==> config.mk <==
export PLATFORM = sky130hd
export DESIGN_NAME = spi_cmd_slave_flat
export DESIGN_NICKNAME = d
export VERILOG_FILES = /design/src/rtl/spi_cmd_slave_if.sv /design/src/rtl/spi_cmd_slave.sv /design/src/flat_wrapper.sv
export SDC_FILE = /design/constraint.sdc
export NUM_CORES = 1
export LEC_CHECK = 0
export BUFFER_PORTS_ARGS = -buffer_cell sky130_fd_sc_hd__buf_4
export CAP_MARGIN = 20
export CORE_MARGIN = 2
export CORE_UTILIZATION = 45
export DETAILED_ROUTE_END_ITERATION = 16
export PLACE_DENSITY_LB_ADDON = 0.05
export SYNTH_ARGS = -nofsm -noshare
export SYNTH_HDL_FRONTEND = slang
export SYNTH_SLANG_ARGS = --single-unit
==> constraint.sdc <==
create_clock -name sysclk -period 1.9 [get_ports sysclk]
set_clock_uncertainty 0.2 [all_clocks]
set_input_delay 0.475 -clock sysclk [delete_from_list [all_inputs] [get_ports sysclk]]
set_output_delay 0.475 -clock sysclk [all_outputs]
set_load 0.005 [all_outputs]
==> src/rtl/spi_cmd_slave_if.sv <==
// ============================================================================
// Module      : spi_cmd_slave_if
// Description : SPI pins plus the decoded-field strobes of spi_cmd_slave.
// Revision    : 1.0 - initial release
// ============================================================================
`default_nettype none

interface spi_cmd_slave_if #(
  parameter int CMD_W     = 4,
  parameter int ADDR_W    = 4,
  parameter int PAYLOAD_W = 8
);
  logic                 sclk;
  logic                 cs;
  logic                 mosi;
  logic                 miso;
  logic [PAYLOAD_W-1:0] i_tx_payload;
  logic [CMD_W-1:0]     o_cmd;
  logic [ADDR_W-1:0]    o_addr;
  logic [PAYLOAD_W-1:0] o_payload;
  logic                 rx_dv;
  logic                 rd_bypass;
  logic                 rx_addr_dv;

  modport slave (
    input  sclk, cs, mosi, i_tx_payload,
    output miso, o_cmd, o_addr, o_payload, rx_dv, rd_bypass, rx_addr_dv
  );

  modport master (
    output sclk, cs, mosi, i_tx_payload,
    input  miso, o_cmd, o_addr, o_payload, rx_dv, rd_bypass, rx_addr_dv
  );
endinterface

`default_nettype wire

==> src/rtl/spi_cmd_slave.sv <==
// ============================================================================
// Module      : spi_cmd_slave
// Description : Oversampled SPI mode-0 slave decoding {cmd, addr, payload}
//               frames, with early address strobe and read-data return.
// Revision    : 1.0 - initial release
// ============================================================================
`default_nettype none

module spi_cmd_slave #(
  parameter int               CMD_W     = 4,
  parameter int               ADDR_W    = 4,
  parameter int               PAYLOAD_W = 8,
  parameter logic [CMD_W-1:0] CMD_NOP   = 4'd0,
  parameter logic [CMD_W-1:0] CMD_SET   = 4'd1,
  parameter logic [CMD_W-1:0] CMD_READ  = 4'd2
) (
  input  wire logic      sysclk,
  input  wire logic      rst_n,
  spi_cmd_slave_if.slave bus
);

  localparam int FRAME_W = CMD_W + ADDR_W + PAYLOAD_W;
  localparam int c_hdr_w = CMD_W + ADDR_W;
  localparam int c_sr_w  = (c_hdr_w > PAYLOAD_W) ? c_hdr_w : PAYLOAD_W;
  localparam int c_cnt_w = $clog2(FRAME_W + 1);

  localparam logic [c_cnt_w-1:0] c_hdr_last   = c_cnt_w'(c_hdr_w - 1);
  localparam logic [c_cnt_w-1:0] c_frame_last = c_cnt_w'(FRAME_W - 1);
  localparam logic [c_cnt_w-1:0] c_hdr_cnt    = c_cnt_w'(c_hdr_w);
  // A READ code aliased onto NOP/SET would make every write a read; never bypass then.
  localparam bit c_read_ok = (CMD_READ != CMD_NOP) && (CMD_READ != CMD_SET);

  typedef enum logic [1:0] {
    ST_IDLE  = 2'd0,  // wait for cs high before accepting a frame
    ST_ARMED = 2'd1,  // cs high, wait for falling edge
    ST_RX    = 2'd2,  // shifting frame bits
    ST_DONE  = 2'd3   // frame complete, ignore bits until cs high
  } state_t;

  state_t r_state, w_state_nxt;

  logic r_sclk_meta, r_sclk_sync, r_sclk_dly;
  logic r_cs_meta, r_cs_sync;
  logic r_mosi_meta, r_mosi_sync;

  logic [c_sr_w-1:0]    r_rx_sr;
  logic [PAYLOAD_W-1:0] r_tx_sr;
  logic [c_cnt_w-1:0]   r_bit_cnt;
  logic                 r_hdr_pend, r_frame_pend;

  logic [CMD_W-1:0]     r_cmd;
  logic [ADDR_W-1:0]    r_addr;
  logic [PAYLOAD_W-1:0] r_payload;
  logic                 r_rx_dv, r_rx_addr_dv, r_rd_bypass;

  logic w_sclk_rise, w_start, w_abort, w_capture;

  assign w_sclk_rise = r_sclk_sync & ~r_sclk_dly;

  always_ff @(posedge sysclk) begin
    if (!rst_n) begin
      r_sclk_meta <= 1'b0;
      r_sclk_sync <= 1'b0;
      r_sclk_dly  <= 1'b0;
      r_cs_meta   <= 1'b0;
      r_cs_sync   <= 1'b0;
      r_mosi_meta <= 1'b0;
      r_mosi_sync <= 1'b0;
    end else begin
      r_sclk_meta <= bus.sclk;
      r_sclk_sync <= r_sclk_meta;
      r_sclk_dly  <= r_sclk_sync;
      r_cs_meta   <= bus.cs;
      r_cs_sync   <= r_cs_meta;
      r_mosi_meta <= bus.mosi;
      r_mosi_sync <= r_mosi_meta;
    end
  end

  always_ff @(posedge sysclk) begin
    if (!rst_n) r_state <= ST_IDLE;
    else        r_state <= w_state_nxt;
  end

  always_comb begin
    w_state_nxt = r_state;
    w_start     = 1'b0;
    w_abort     = 1'b0;
    w_capture   = 1'b0;
    case (r_state)
      ST_IDLE:  if (r_cs_sync) w_state_nxt = ST_ARMED;
      ST_ARMED: begin
        if (!r_cs_sync) begin
          w_start     = 1'b1;
          w_state_nxt = ST_RX;
        end
      end
      ST_RX: begin
        if (r_cs_sync) begin
          w_abort     = 1'b1;
          w_state_nxt = ST_ARMED;
        end else if (w_sclk_rise) begin
          w_capture = 1'b1;
          if (r_bit_cnt == c_frame_last) w_state_nxt = ST_DONE;
        end
      end
      ST_DONE:  if (r_cs_sync) w_state_nxt = ST_ARMED;
      default:  w_state_nxt = ST_IDLE;
    endcase
  end

  always_ff @(posedge sysclk) begin
    if (!rst_n) begin
      r_rx_sr      <= '0;
      r_tx_sr      <= '0;
      r_bit_cnt    <= '0;
      r_hdr_pend   <= 1'b0;
      r_frame_pend <= 1'b0;
      r_cmd        <= '0;
      r_addr       <= '0;
      r_payload    <= '0;
      r_rx_dv      <= 1'b0;
      r_rx_addr_dv <= 1'b0;
      r_rd_bypass  <= 1'b0;
    end else begin
      r_rx_dv      <= 1'b0;
      r_rx_addr_dv <= 1'b0;
      r_hdr_pend   <= 1'b0;
      r_frame_pend <= 1'b0;

      if (w_abort || w_start) begin
        r_bit_cnt <= '0;
        r_rx_sr   <= '0;
      end else if (w_capture) begin
        r_rx_sr      <= {r_rx_sr[c_sr_w-2:0], r_mosi_sync};
        r_bit_cnt    <= r_bit_cnt + 1'b1;
        r_hdr_pend   <= (r_bit_cnt == c_hdr_last);
        r_frame_pend <= (r_bit_cnt == c_frame_last);
      end

      // Top answers rx_addr_dv combinationally; its data is latched at the end of that cycle.
      if (w_abort) begin
        r_tx_sr <= '0;
      end else if (r_rx_addr_dv) begin
        r_tx_sr <= r_rd_bypass ? bus.i_tx_payload : '0;
      end else if (w_capture && (r_bit_cnt >= c_hdr_cnt)) begin
        r_tx_sr <= {r_tx_sr[PAYLOAD_W-2:0], 1'b0};
      end

      if (r_hdr_pend) begin
        r_cmd        <= r_rx_sr[c_hdr_w-1 -: CMD_W];
        r_addr       <= r_rx_sr[ADDR_W-1:0];
        r_rx_addr_dv <= 1'b1;
        r_rd_bypass  <= c_read_ok && (r_rx_sr[c_hdr_w-1 -: CMD_W] == CMD_READ);
      end

      if (r_frame_pend) begin
        r_payload <= r_rx_sr[PAYLOAD_W-1:0];
        r_rx_dv   <= 1'b1;
      end

      if (r_cs_sync) r_rd_bypass <= 1'b0;
    end
  end

  assign bus.miso       = ~r_cs_sync & r_tx_sr[PAYLOAD_W-1];
  assign bus.o_cmd      = r_cmd;
  assign bus.o_addr     = r_addr;
  assign bus.o_payload  = r_payload;
  assign bus.rx_dv      = r_rx_dv;
  assign bus.rx_addr_dv = r_rx_addr_dv;
  assign bus.rd_bypass  = r_rd_bypass;

endmodule

`default_nettype wire

==> src/flat_wrapper.sv <==
// flat-port wrapper written by rule: the top's interface ports become plain ports
module spi_cmd_slave_flat 
#(
  parameter int               CMD_W     = 4,
  parameter int               ADDR_W    = 4,
  parameter int               PAYLOAD_W = 8,
  parameter logic [CMD_W-1:0] CMD_NOP   = 4'd0,
  parameter logic [CMD_W-1:0] CMD_SET   = 4'd1,
  parameter logic [CMD_W-1:0] CMD_READ  = 4'd2
)
  (sysclk, rst_n, bus_sclk, bus_cs, bus_mosi, bus_i_tx_payload, bus_miso, bus_o_cmd, bus_o_addr, bus_o_payload, bus_rx_dv, bus_rd_bypass, bus_rx_addr_dv);
  spi_cmd_slave_if #(.CMD_W(CMD_W), .ADDR_W(ADDR_W), .PAYLOAD_W(PAYLOAD_W)) bus_i ();
  input  wire logic sysclk;
  input  wire logic rst_n;
  input wire logic [$bits(bus_i.sclk)-1:0] bus_sclk;
  input wire logic [$bits(bus_i.cs)-1:0] bus_cs;
  input wire logic [$bits(bus_i.mosi)-1:0] bus_mosi;
  input wire logic [$bits(bus_i.i_tx_payload)-1:0] bus_i_tx_payload;
  output wire logic [$bits(bus_i.miso)-1:0] bus_miso;
  output wire logic [$bits(bus_i.o_cmd)-1:0] bus_o_cmd;
  output wire logic [$bits(bus_i.o_addr)-1:0] bus_o_addr;
  output wire logic [$bits(bus_i.o_payload)-1:0] bus_o_payload;
  output wire logic [$bits(bus_i.rx_dv)-1:0] bus_rx_dv;
  output wire logic [$bits(bus_i.rd_bypass)-1:0] bus_rd_bypass;
  output wire logic [$bits(bus_i.rx_addr_dv)-1:0] bus_rx_addr_dv;
  assign bus_i.sclk = bus_sclk;
  assign bus_i.cs = bus_cs;
  assign bus_i.mosi = bus_mosi;
  assign bus_i.i_tx_payload = bus_i_tx_payload;
  assign bus_miso = bus_i.miso;
  assign bus_o_cmd = bus_i.o_cmd;
  assign bus_o_addr = bus_i.o_addr;
  assign bus_o_payload = bus_i.o_payload;
  assign bus_rx_dv = bus_i.rx_dv;
  assign bus_rd_bypass = bus_i.rd_bypass;
  assign bus_rx_addr_dv = bus_i.rx_addr_dv;
  spi_cmd_slave #(.CMD_W(CMD_W), .ADDR_W(ADDR_W), .PAYLOAD_W(PAYLOAD_W), .CMD_NOP(CMD_NOP), .CMD_SET(CMD_SET), .CMD_READ(CMD_READ)) u_core (.sysclk(sysclk), .rst_n(rst_n), .bus(bus_i));
endmodule
[Word-level counts from Yosys, hierarchy flattened]
Cells that the tools add are included.
Word-level totals
  register bits: 51
  input port bits: 13
  output and inout port bits: 20
  logic and storage cells: 65
Cells by class
  $add $sub $neg: 1
  order comparisons: 1
  eq/ne operators: 10
  muxes and demuxes: 18
  bitwise logic cells: 6
  reduce and logical (&&, ||, !) cells: 10
Operators by type and width (count)
  $mux 8: 3
  $mux 2: 5
  $mux 1: 9
  $reduce_or 2->1: 4
  $ne 3x1->1 const B: 2
  $pmux 2 s3: 1
  $add 5x1->5 const B: 1
  $eq 5x3->1 const B: 1
  $eq 5x4->1 const B: 1
  $ge 5x4->1 const B: 1
  $eq 2x2->1 const B: 2
  $eq 4x2->1 const B: 1
  $not 1->1: 4
  $reduce_and 4->1: 1
  $reduce_or 3->1: 1
  $and 1x1->1: 2
  $eq 2x1->1 const B: 1
  $logic_not 2->1: 1
  $ne 2x1->1 const B: 1
  $ne 2x2->1 const B: 1
  $reduce_bool 2->1: 1
  $logic_and 1x1->1: 1
  $logic_or 1x1->1: 1

[Longest topological paths before layout]
  word-level depth: 8
  gate-level depth with buffers: 7
  depth with buffers taken out: 6

[Least setup slack after synthesis]
Ideal clock, no wire load.
  path kind: reg-to-reg
  from: register u_core.r_state[0]
  to: register u_core.r_state[0]
  setup time: 72 ps
  arrival time: 1366 ps
  required time: 1628 ps
  setup slack: 262 ps
  cell stages (with the launch flop): 6
  path buffers: 0
  clock period less this slack: 1638 ps
  path through: dfxtp_1 inv_1 ha_1 mux2_2 a31oi_1 mux2i_1
Between the ends
  cells in the longest elaborated chain, start to end: 4
  elaborated cells on any way between the ends: 11
RTL lines
  start, declared: line spi_cmd_slave.sv:40  | state_t r_state, w_state_nxt;
  start signal, assigned: line spi_cmd_slave.sv:82  | else r_state <= w_state_nxt;
  $eq 2x2->1 / $logic_not 2->1 (equally long branches): line spi_cmd_slave.sv:90  | case (r_state)
  $reduce_or 2->1 (no source line)
  $ne 2x1->1 (no source line)
  $reduce_and 4->1 (no source line)
Parallel ways exist; a longest one is shown, timed or not.
A chain may end at the register's enable or synchronous reset.

[Worst setup path after layout]
  from: register u_core.r_state[0]
  to: register u_core.r_tx_sr[5]
Between the ends
  cells in the longest elaborated chain, start to end: 4
  elaborated cells on any way between the ends: 6
RTL lines
  $eq 2x2->1 (*): line spi_cmd_slave.sv:90
  $mux 1: line spi_cmd_slave.sv:90
  $logic_and 1x1->1: line spi_cmd_slave.sv:146  | end else if (w_capture && (r_bit_cnt >= c_hdr_cnt)) begin
  $reduce_bool 2->1 (no source line)
  end signal, assigned: line spi_cmd_slave.sv:145  | r_tx_sr <= r_rd_bypass ? bus.i_tx_payload : '0;
  end signal, assigned: line spi_cmd_slave.sv:147  | r_tx_sr <= {r_tx_sr[PAYLOAD_W-2:0], 1'b0};
  end, declared: line spi_cmd_slave.sv:47  | logic [PAYLOAD_W-1:0] r_tx_sr;
Every way passes the cells marked *; elsewhere a longest branch is shown, timed or not.

==> flow_summary.ini <==
[cts]
cts_hold_buf = 0
post_cts_resized = 0
cts.htree.levels = 2
worstSkewPairLatency_ns = 0.30
clockBufferDepth = 2
cts_tree = built
clockRootBuffer = clkbuf_8
cts_sinks = 51
clk_pin_slew_ns = 0.09
cts_setup_buffers = 0
cts_buffers = 5

[yosys]
synth_flop_cell = dfxtp_1
synth_area_um2 = 2068
synth_cell_types = 30
synthTopCellsByArea = dfxtp_1 (49%), mux2i_1 (8.7%), nor2b_1 (5.4%), nand2_1 (4.0%), ha_1 (3.0%)
synth_area_leader_cell = dfxtp_1
synth_most_common_cell = dfxtp_1
postSynth.asyncResetShare = 0
synth_nets = 230
syn_inst = 212
synth.top_cell.area_share = 0.4936
yosys_warnings = 0
synth_common_cells = dfxtp_1 (51), nand2_1 (22), mux2i_1 (18), nor2b_1 (18), a21oi_1 (12)
synth-edff-count = 0
synth_seq_cells = 51
yosysSeqAreaShare = 0.4936
syn_area_per_cell_um2 = 9.756

[timing]
timing.fmax_ghz = 0.5547
fin_crit_ns = 1.803
rsz0062_at_grt = no
tightest_slew_ns = 0.6125
final-max-slew-violation-count = 0
period_share = 0.9489
hold_viol_final = 0
setup_tns_ns = 0
setup_violations = 0
holdWs_ns = 0.1775
slew_headroom = 0.5902

[run]
drv_cap = 0

[global_routing]
grtUsageTotal = 0.1735
grt_pass1_wl_um = 6948
grt_max_degree = 31
antenna_found_initial = 0
grt_overflow = 0
grt_pass1_vias = 1490

[power]
ir_drop_mv = 0.4315
p_leak_nw = 0.8941
power_density_nw_per_um2 = 807.9

[setup_path]
critPathSlowestCell = dfxtp_1
crit_required_ns = 1.90
cp_top_family = compound AO/OA/AOI/OAI gates
crit_chain = inv_1 > ha_2 > and4bb_1 > buf_4 > a31oi_1 > a211oi_1
start_kind = flop
cp_slowest_stage_delay_ns = 0.35
crit_arrival_ns = 1.81
crit_fanout = 11
criticalPathCategory = flop to flop
path_buf_inv = 2
regToRegStartpoint = u_core.r_state[0]
endpoint_kind = flop
crit_start = u_core.r_state[0]

[min_path]
hold_path_class = input pin to flop
hold_path.startpoint = bus_mosi

[route]
firstDrtPassIters = 4
routed_wl_um = 4236
met2_length_um = 2036
vias = 1588
drt_iter0_drc = 109
wl_met3_um = 157
route.detailed.drc = 0
ant_nets = 0
topRoutingLayerUsed = met4
vias_per_cell = 5.293
wl_met1_um = 1999
wl_per_cell_um = 14.12

[final_layout]
n_fill_cell = 391
syn2layout_area_growth_pct = 19.42
drive_gt1_frac = 0.2177
fin_nets = 265
n_antenna_cell = 0

[place]
place_congestion = 0.7792
post-dp-hpwl_um = 2958
port_buffers = 32

[die]
coreArea_um2 = 4384
die-area_um2 = 5155
die_y_um = 71.80
fp-row-count = 24
dieWidth_um = 71.80
initial_core_util = 0.4717
ioPinCount = 33

[status]
outcome = finished, final reports clean
==> worst reg2reg max path, cell delays in order, from the launching register on <==
cell and delay, ns:
dfxtp_1 0.35, inv_1 0.07, ha_2 0.27, and4bb_1 0.25
buf_4 0.19, a31oi_1 0.11, a211oi_1 0.27
==> final timing paths <==
kind	endpoint	slack (ns)	depth (start not counted)
worst min register to register	u_core.r_mosi_sync	0.24	1
worst max-delay path	u_core.r_tx_sr[5]	0.1	6
worst min-delay path	u_core.r_mosi_meta	0.18	2
worst max register to register	u_core.r_tx_sr[5]	0.1	6
==> flip-flops by register name (all words and copies together), names as in the netlist, 2 cells and up <==
register	cells
u_core.bus.o_addr	4
u_core.bus.o_cmd	4
u_core.bus.o_payload	8
u_core.r_bit_cnt	5
u_core.r_rx_sr	8
u_core.r_state	2
u_core.r_tx_sr	8
==> cell usage in the layout (no fill, tap or decap), drive strengths merged <==
| cell | Yosys | routed |
|---|---|---|
| o21ai | 12 | 12 |
| clkinv | 0 | 1 |
| and2 | 9 | 9 |
| nand3 | 3 | 3 |
| nand4bb | 1 | 1 |
| a21oi | 12 | 12 |
| nor3 | 2 | 2 |
| nand2b | 1 | 1 |
| xnor2 | 1 | 1 |
| nor4b | 1 | 1 |
| and4bb | 1 | 1 |
| clkinvlp | 0 | 1 |
| ha | 5 | 5 |
| or3 | 2 | 2 |
| mux2i | 18 | 18 |
| mux2 | 2 | 2 |
| nor2b | 18 | 18 |
| a31oi | 8 | 8 |
| a211oi | 8 | 8 |
| a21boi | 8 | 8 |
| and3 | 2 | 2 |
| buf | 7 | 40 |
| or2 | 1 | 1 |
| nand2 | 22 | 22 |
| nor2 | 3 | 3 |
| inv | 8 | 8 |
| nand3b | 1 | 1 |
| clkbuf | 5 | 6 |
| dfxtp | 51 | 51 |
==> cell families after synthesis <==
group / share of synthesized area
multiplexers: 0.09800
flip-flops: 0.4936
AND/OR/NAND/NOR: 0.1845
XOR/XNOR: 0.004235
adder cells (fa/ha/maj): 0.03025
AO/OA/AOI/OAI: 0.1428
buffers and inverters: 0.04658
==> layout make-up <==
type                       instances  area [um2]  area share
multi-input combinational        141       968.4      0.3921
clock buffer                       6       72.57     0.02938
tap                               52       65.06     0.02634
inverter                           8       30.03     0.01216
sequential                        51        1021      0.4134
clock inverter                     2       12.51    0.005066
timing repair buffer              40       300.3      0.1216
==> per-layer routing <==
| layer | track usage | up-vias |
|---|---|---|
| met5 | 0 | - |
| met4 | 0.06080 | 0 |
| met3 | 0.04360 | 5 |
| met2 | 0.2798 | 29 |
| met1 | 0.2262 | 761 |
| li1 | - | 793 |
==> stage by stage <==
step	setup slack [ns]	area [um2]	power (mW)	cells	utilization
2_1_floorplan	0.2624	2068	1.306	212	-
3_3_place_gp	0.1824	2367	1.363	292	0.5400
3_5_place_dp	0.06381	2367	1.386	292	0.5400
4_1_cts	0.03763	2452	1.984	300	0.5594
5_1_grt	0.001025	2470	2.083	300	0.5634
6_report	0.09717	2470	1.995	300	0.5634
==> power breakdown <==
part | total, mW | switching, mW | internal [mW]
clock network | 0.602 | 0.344 | 0.258
registers | 1.11 | 0.0218 | 1.09
logic | 0.279 | 0.147 | 0.132
Note: power is estimated with default switching activity, not from simulation.
